$ cat src/rtl/fft_frame_feeder.sv
// rtl/fft_frame_feeder.sv - ADC decimator, midscale removal and framed AXI-Stream feeder for the FFT
module fft_frame_feeder #(
  parameter int AD_W       = 10,
  parameter int DECIM      = 8,
  parameter int FRAME_LEN  = 4096,
  parameter int FIFO_DEPTH = 16,
  parameter int CONTINUOUS = 0
) (
  input  logic            fft_clk,
  input  logic            rst,
  input  logic [AD_W-1:0] ad_data,
  input  logic            ad_valid,
  input  logic            start,
  output logic [15:0]     m_tdata,
  output logic            m_tvalid,
  input  logic            m_tready,
  output logic            m_tlast,
  output logic            busy,
  output logic            frame_done,
  output logic            overflow
);

  localparam int DW    = (DECIM > 1) ? $clog2(DECIM) : 0;
  localparam int ACC_W = AD_W + DW;
  localparam int PH_W  = (DECIM > 1) ? DW : 1;
  localparam int CNT_W = $clog2(FRAME_LEN + 1);
  localparam int AW    = $clog2(FIFO_DEPTH);
  // Offset-binary midscale summed over one decimation group
  localparam logic [15:0] MID = 16'((1 << (AD_W - 1)) * DECIM);

  typedef enum logic [1:0] {S_IDLE, S_CAPTURE, S_FLUSH, S_DONE} state_t;

  state_t             state_q, state_d;
  logic [ACC_W-1:0]   acc_q, acc_d;
  logic [PH_W-1:0]    phase_q, phase_d;
  logic [15:0]        res_q, res_d;
  logic               res_vld_q, res_vld_d;
  logic [CNT_W-1:0]   push_cnt_q, push_cnt_d;
  logic [AW-1:0]      wr_ptr_q, wr_ptr_d;
  logic [AW-1:0]      rd_ptr_q, rd_ptr_d;
  logic [AW:0]        count_q, count_d;
  logic               overflow_q, overflow_d;
  logic               busy_q, busy_d;
  logic               frame_done_q, frame_done_d;
  logic [16:0]        mem_q [FIFO_DEPTH];

  logic [ACC_W-1:0]   acc_sum;
  logic               grp_done;
  logic               fifo_full;
  logic               fifo_empty;
  logic               pop;
  logic               push_try;
  logic               push;
  logic               drop;
  logic               push_last;
  logic               arm;
  logic [16:0]        head;

  // Next-state computation for FSM, decimator, push counter and FIFO pointers
  always_comb begin
    acc_sum    = acc_q + ACC_W'(ad_data);
    grp_done   = (phase_q == PH_W'(DECIM - 1));
    fifo_full  = (count_q == (AW+1)'(FIFO_DEPTH));
    fifo_empty = (count_q == '0);
    head       = mem_q[rd_ptr_q];
    pop        = !fifo_empty && m_tready;
    // Results only enter the FIFO while capturing; a pop on the same cycle frees a slot
    push_try   = res_vld_q && (state_q == S_CAPTURE);
    push       = push_try && (!fifo_full || pop);
    drop       = push_try && !push;
    push_last  = (push_cnt_q == CNT_W'(FRAME_LEN - 1));
    arm        = ((state_q == S_IDLE) && start) ||
                 ((state_q == S_DONE) && (CONTINUOUS != 0));

    state_d = state_q;
    case (state_q)
      S_IDLE:    if (start) state_d = S_CAPTURE;
      S_CAPTURE: if (push && push_last) state_d = S_FLUSH;
      S_FLUSH:   if (pop && head[16]) state_d = S_DONE;
      S_DONE:    state_d = (CONTINUOUS != 0) ? S_CAPTURE : S_IDLE;
      default:   state_d = S_IDLE;
    endcase

    acc_d     = acc_q;
    phase_d   = phase_q;
    res_vld_d = 1'b0;
    res_d     = res_q;
    if (arm) begin
      acc_d   = '0;
      phase_d = '0;
    end else if ((state_q == S_CAPTURE) && ad_valid) begin
      if (grp_done) begin
        acc_d     = '0;
        phase_d   = '0;
        res_vld_d = 1'b1;
        res_d     = 16'(acc_sum) - MID;
      end else begin
        acc_d   = acc_sum;
        phase_d = phase_q + PH_W'(1);
      end
    end

    push_cnt_d = push_cnt_q;
    if (arm) push_cnt_d = '0;
    else if (push) push_cnt_d = push_cnt_q + CNT_W'(1);

    overflow_d = overflow_q;
    if ((state_q == S_IDLE) && start) overflow_d = 1'b0;
    else if (drop) overflow_d = 1'b1;

    wr_ptr_d = wr_ptr_q + AW'(push);
    rd_ptr_d = rd_ptr_q + AW'(pop);
    count_d  = count_q + (AW+1)'(push) - (AW+1)'(pop);

    busy_d       = (state_d == S_CAPTURE) || (state_d == S_FLUSH);
    frame_done_d = (state_d == S_DONE);
  end

  // State registers with synchronous reset; a reset abandons any frame in flight
  always_ff @(posedge fft_clk) begin
    if (rst) begin
      state_q      <= S_IDLE;
      acc_q        <= '0;
      phase_q      <= '0;
      res_q        <= '0;
      res_vld_q    <= 1'b0;
      push_cnt_q   <= '0;
      wr_ptr_q     <= '0;
      rd_ptr_q     <= '0;
      count_q      <= '0;
      overflow_q   <= 1'b0;
      busy_q       <= 1'b0;
      frame_done_q <= 1'b0;
    end else begin
      state_q      <= state_d;
      acc_q        <= acc_d;
      phase_q      <= phase_d;
      res_q        <= res_d;
      res_vld_q    <= res_vld_d;
      push_cnt_q   <= push_cnt_d;
      wr_ptr_q     <= wr_ptr_d;
      rd_ptr_q     <= rd_ptr_d;
      count_q      <= count_d;
      overflow_q   <= overflow_d;
      busy_q       <= busy_d;
      frame_done_q <= frame_done_d;
    end
  end

  // FIFO storage: each entry carries the sample and its end-of-frame tag
  always_ff @(posedge fft_clk) begin
    if (push) mem_q[wr_ptr_q] <= {push_last, res_q};
  end

  assign m_tvalid   = !fifo_empty;
  assign m_tdata    = fifo_empty ? 16'h0000 : head[15:0];
  assign m_tlast    = !fifo_empty && head[16];
  assign busy       = busy_q;
  assign frame_done = frame_done_q;
  assign overflow   = overflow_q;

endmodule
$ cat config.mk
export PLATFORM = sky130hd
export DESIGN_NAME = fft_frame_feeder
export DESIGN_NICKNAME = d
export VERILOG_FILES = /design/src/rtl/fft_frame_feeder.sv
export SDC_FILE = /design/constraint.sdc
export NUM_CORES = 1
export LEC_CHECK = 0
export ABC_AREA = 1
export CAP_MARGIN = 10
export CORE_ASPECT_RATIO = 2
export CORE_UTILIZATION = 45
export CTS_CLUSTER_DIAMETER = 100
export CTS_CLUSTER_SIZE = 20
export DETAILED_ROUTE_END_ITERATION = 6
export PLACE_DENSITY = 0.76
export RECOVER_POWER = 25
export SLEW_MARGIN = 0
export SYNTH_ARGS = -nofsm -noshare
export SYNTH_HDL_FRONTEND = slang
export SYNTH_SLANG_ARGS = --single-unit
$ cat constraint.sdc
create_clock -name fft_clk -period 2.53 [get_ports fft_clk]
set_input_delay 0.3795 -clock fft_clk [delete_from_list [all_inputs] [get_ports fft_clk]]
set_output_delay 0.3795 -clock fft_clk [all_outputs]
set_load 0.03 [all_outputs]
==> flow_summary_export.csv <==
group,metric,value,unit
run_status,status,"finished with violations",
run_status,violations,"setup timing",
synth,synth_warnings,0,
power_and_ir_drop,p_per_area,888,mW/mm²
route,wl_met1,10400,µm
synth,yosys.area_share.simple,13.9,%
route,first_pass_iters,6,
synth,synth-seq-area-share,65.3,%
sta,worst_slack,-0.0784,ns
sta,skew,0.0266,ns
finish,syn2layout_area_growth,20.7,%
critical_path,crit_family,"buffers and inverters",
floorplan,core,0.0264,mm²
finish,nFillCells,2071,
placement,dp.cells,1518,
route,dr_total_vias,9032,
critical_path,crit_buf_inv,5,
sta,slew_headroom,48.7,%
sta,grt_setup_unrepaired,"true",
finish,antenna-diode-count,0,
critical_path,crit_slowest_cell,"dfxtp_4",
floorplan,die_h,235,µm
route,remaining_drc_errors,0,
route,dr_wl_met2,17600,µm
min_path,hold_path.class,"reg -> reg",
critical_path,cpPeakStageDelay,0.48,ns
placement,gp_congestion,0.899,
synth,synth_flop_cell,"edfxtp_1",
global_route,grt-ovfl-total,0,
finish,utilization,55.7,%
global_route,grt_first_pass_wirelength,46200,µm
clock_network,clockBufferDepth,3,
global_route,grt_pass1_vias,8804,
job,cap_viol_max_count,0,
critical_path,arrival,2.23,ns
synth,synthMuxAreaShare,0,%
synth,yosys-top-cells-area,"edfxtp_1, dfxtp_1, nor2_1, nand2_1, o21ai_0",
synth,yosys.area.top_type,"edfxtp_1",
critical_path,cp_cell_sequence,"buf_12 > buf_12 > buf_16 > o21ai_1 > o221ai_1 > nand3_1 > a21oi_4 > buf_6 > buf_12",
clock_network,numClockSinks,285,
sta,setup_tns,-0.447,ns
global_route,antenna_found_initial,0,
route,wl_per_cell,20.3,µm
synth,synth.top_cell.area_share,55.3,%
route,maxUsedRoutingLayer,"met4",
floorplan,start_util,46.1,%
critical_path,cp_data_required_time,2.15,ns
synth,syn_area,0.0122,mm²
sta,period_needed,2.61,ns
floorplan,dieArea,0.0277,mm²
clock_network,htree_levels,1,
synth,synth_compound_area_share,11.2,%
finish,layout.cells.non_filler,1588,
synth,ys_async_sr_fraction,0,%
power_and_ir_drop,leakage,5.52,nW
power_and_ir_drop,vdd_drop_max,0.629,mV
route,via_per_inst,5.69,
placement,place_hpwl,19200,µm
synth,postSynthCellCount,1135,
floorplan,die_w,118,µm
finish,ff_latch_area,0.00796,mm²
finish,nets,1273,
sta,post-route-period-util,103,%
critical_path,worstSetupEndpointType,"output port",
global_route,grt_max_degree,57,
synth,synth_seq_cells,285,
floorplan,std_cell_rows,84,
sta,setup_viol,11,
route,wl_met3,2360,µm
clock_network,cts-root-buf,"clkbuf_16",
critical_path,cp_max_fo,7,
route,drt_iter0_drc,682,
clock_network,numCtsBuffers,18,
finish,drive_above_1_share,15.8,%
clock_network,cts_tree,"built",
route,drt-total-wl,32300,µm
synth,postSynthAreaPerCell,10.7,µm²
critical_path,cp-start-kind,"flip-flop",
synth,synth_xor_xnor_area_share,0.936,%
synth,synth_edf_count,224,
finish,multi_input_area,0.00375,mm²
route,drtAntennaViolNets,0,
clock_network,clkTransAtPathRegs,0.09,ns
sta,tightest_slew,0.769,ns
sta,whs,0.457,ns
critical_path,path_class,"reg -> out",
synth,synth_cell_types,39,
global_route,track_usage,21.9,%
sta,hold_viol_final,0,
sta,fmax,383,MHz
sta,finalMaxSlewViolations,0,
power_and_ir_drop,p_total,13.0,mW
synth,synthAdderAreaFrac,2.80,%
synth,syn_nets,1176,
critical_path,cpMostUsedCell,"buf_12",
floorplan,pin_count,36,
clock_network,clkLatencyLatePin,0.52,ns
synth,synth_top_family_by_area,"simple AND/OR/NAND/NOR gates",
placement,port_buffers,35,
## synthesized netlist by cell type, types with 7 or more instances
master,instances
edfxtp_1,224
nor2_1,173
nand2_1,168
o21ai_0,115
inv_1,92
dfxtp_1,61
a21oi_1,60
nand3_1,59
o221ai_1,31
ha_1,24
clkbuf_1,21
o22ai_1,16
buf_2,11
xor2_1,9
buf_4,8
buf_6,7
## per-layer routing
| layer | global-route usage, % | vias to the layer above |
|---|---|---|
| met5 | 0 | - |
| met2 | 41.8 | 428 |
| met1 | 23.1 | 4346 |
| li1 | - | 4140 |
| met4 | 13.4 | 0 |
| met3 | 2.06 | 118 |
## path summary, 6_finish.rpt
check	cells past startpoint	slack [ns]	start	endpoint
hold reg to reg	2	0.46	phase_q[1]$_SDFFE_PP0P_	phase_q[1]$_SDFFE_PP0P_
setup reg to reg	16	0.13	count_q[3]$_SDFF_PP0_	count_q[4]$_SDFF_PP0_
setup / recovery	9	-0.08	rd_ptr_q[0]$_SDFF_PP0_	m_tdata[10]
hold / removal	2	0.46	phase_q[1]$_SDFFE_PP0P_	phase_q[1]$_SDFFE_PP0P_
## registers in the layout, summed over array words and instances (netlist names)
name,count
overflow,1
push_cnt_q,13
res_q,13
rd_ptr_q,4
acc_q,13
mem_q,224
busy,1
frame_done,1
count_q,5
phase_q,3
state_q,2
res_vld_q,1
wr_ptr_q,4
## placed cells by master (no fill, tap or decap), drive strengths merged, types with 2 or more instances in the layout
| master | synthesis | final |
|---|---|---|
| edfxtp | 224 | 224 |
| nor2 | 173 | 173 |
| nand2 | 169 | 169 |
| o21ai | 119 | 119 |
| buf | 32 | 110 |
| inv | 96 | 95 |
| dfxtp | 61 | 61 |
| a21oi | 60 | 60 |
| nand3 | 59 | 59 |
| clkbuf | 25 | 38 |
| o221ai | 31 | 31 |
| ha | 24 | 24 |
| clkdlybuf4s50 | 0 | 17 |
| o22ai | 16 | 16 |
| xor2 | 9 | 9 |
| nor3 | 7 | 7 |
| o211ai | 5 | 5 |
| nand4 | 4 | 4 |
| xnor2 | 4 | 4 |
| a31oi | 4 | 4 |
| o21bai | 2 | 2 |
| nor3b | 2 | 2 |
| or2 | 2 | 2 |
| fa | 2 | 2 |
## logic make-up after synthesis
kind of cell    Yosys count
xor+xnor                 13
flops                   285
simple gates            418
compound gates          240
fa+ha+maj                26
buf+inv                 153
## per-stage QoR
stage | setup WS [ns] | area, µm²
after floorplan | 0.0451 | 12200
after global placement | -0.0834 | 13200
after detailed placement | -0.120 | 13200
after CTS | -0.0564 | 14100
after global routing | -0.147 | 14700
final | -0.0784 | 14700
## worst reg2reg max path, cell delays in order (launching register included)
cell and delay (ns):
dfxtp_2 0.33, inv_2 0.07, ha_4 0.12, nor3b_4 0.20
buf_4 0.15, nand2_1 0.06, nand2_2 0.10, ha_4 0.21
inv_1 0.05, ha_2 0.17, inv_2 0.04, fa_2 0.36
inv_2 0.07, a21oi_2 0.05, o21ai_2 0.13, or2_4 0.13
a21oi_1 0.05
## power breakdown
part	internal, mW	leakage [nW]	switching (mW)
logic	2.24	2.57	2.73
registers	5.04	2.69	0.0982
clock network	1.43	0.256	1.51
total	8.70	5.52	4.34
## repair_timing
action	in CTS	in global routing
buffers inserted	7	20
setup endpoints to repair	18	19
hold buffers	0	0
cloned	4	10
pin swaps	8	33
resized for setup	66	86
## area by class of cell
class	instances	area share, %
multi-input cells	697	25.5
repair buffers	134	11.1
clock inverters	1	0.111
inverters	96	2.62
flip-flops and latches	285	54.2
well taps	344	2.93
clock buffers	31	3.54
(Power assumes the default switching activity.)
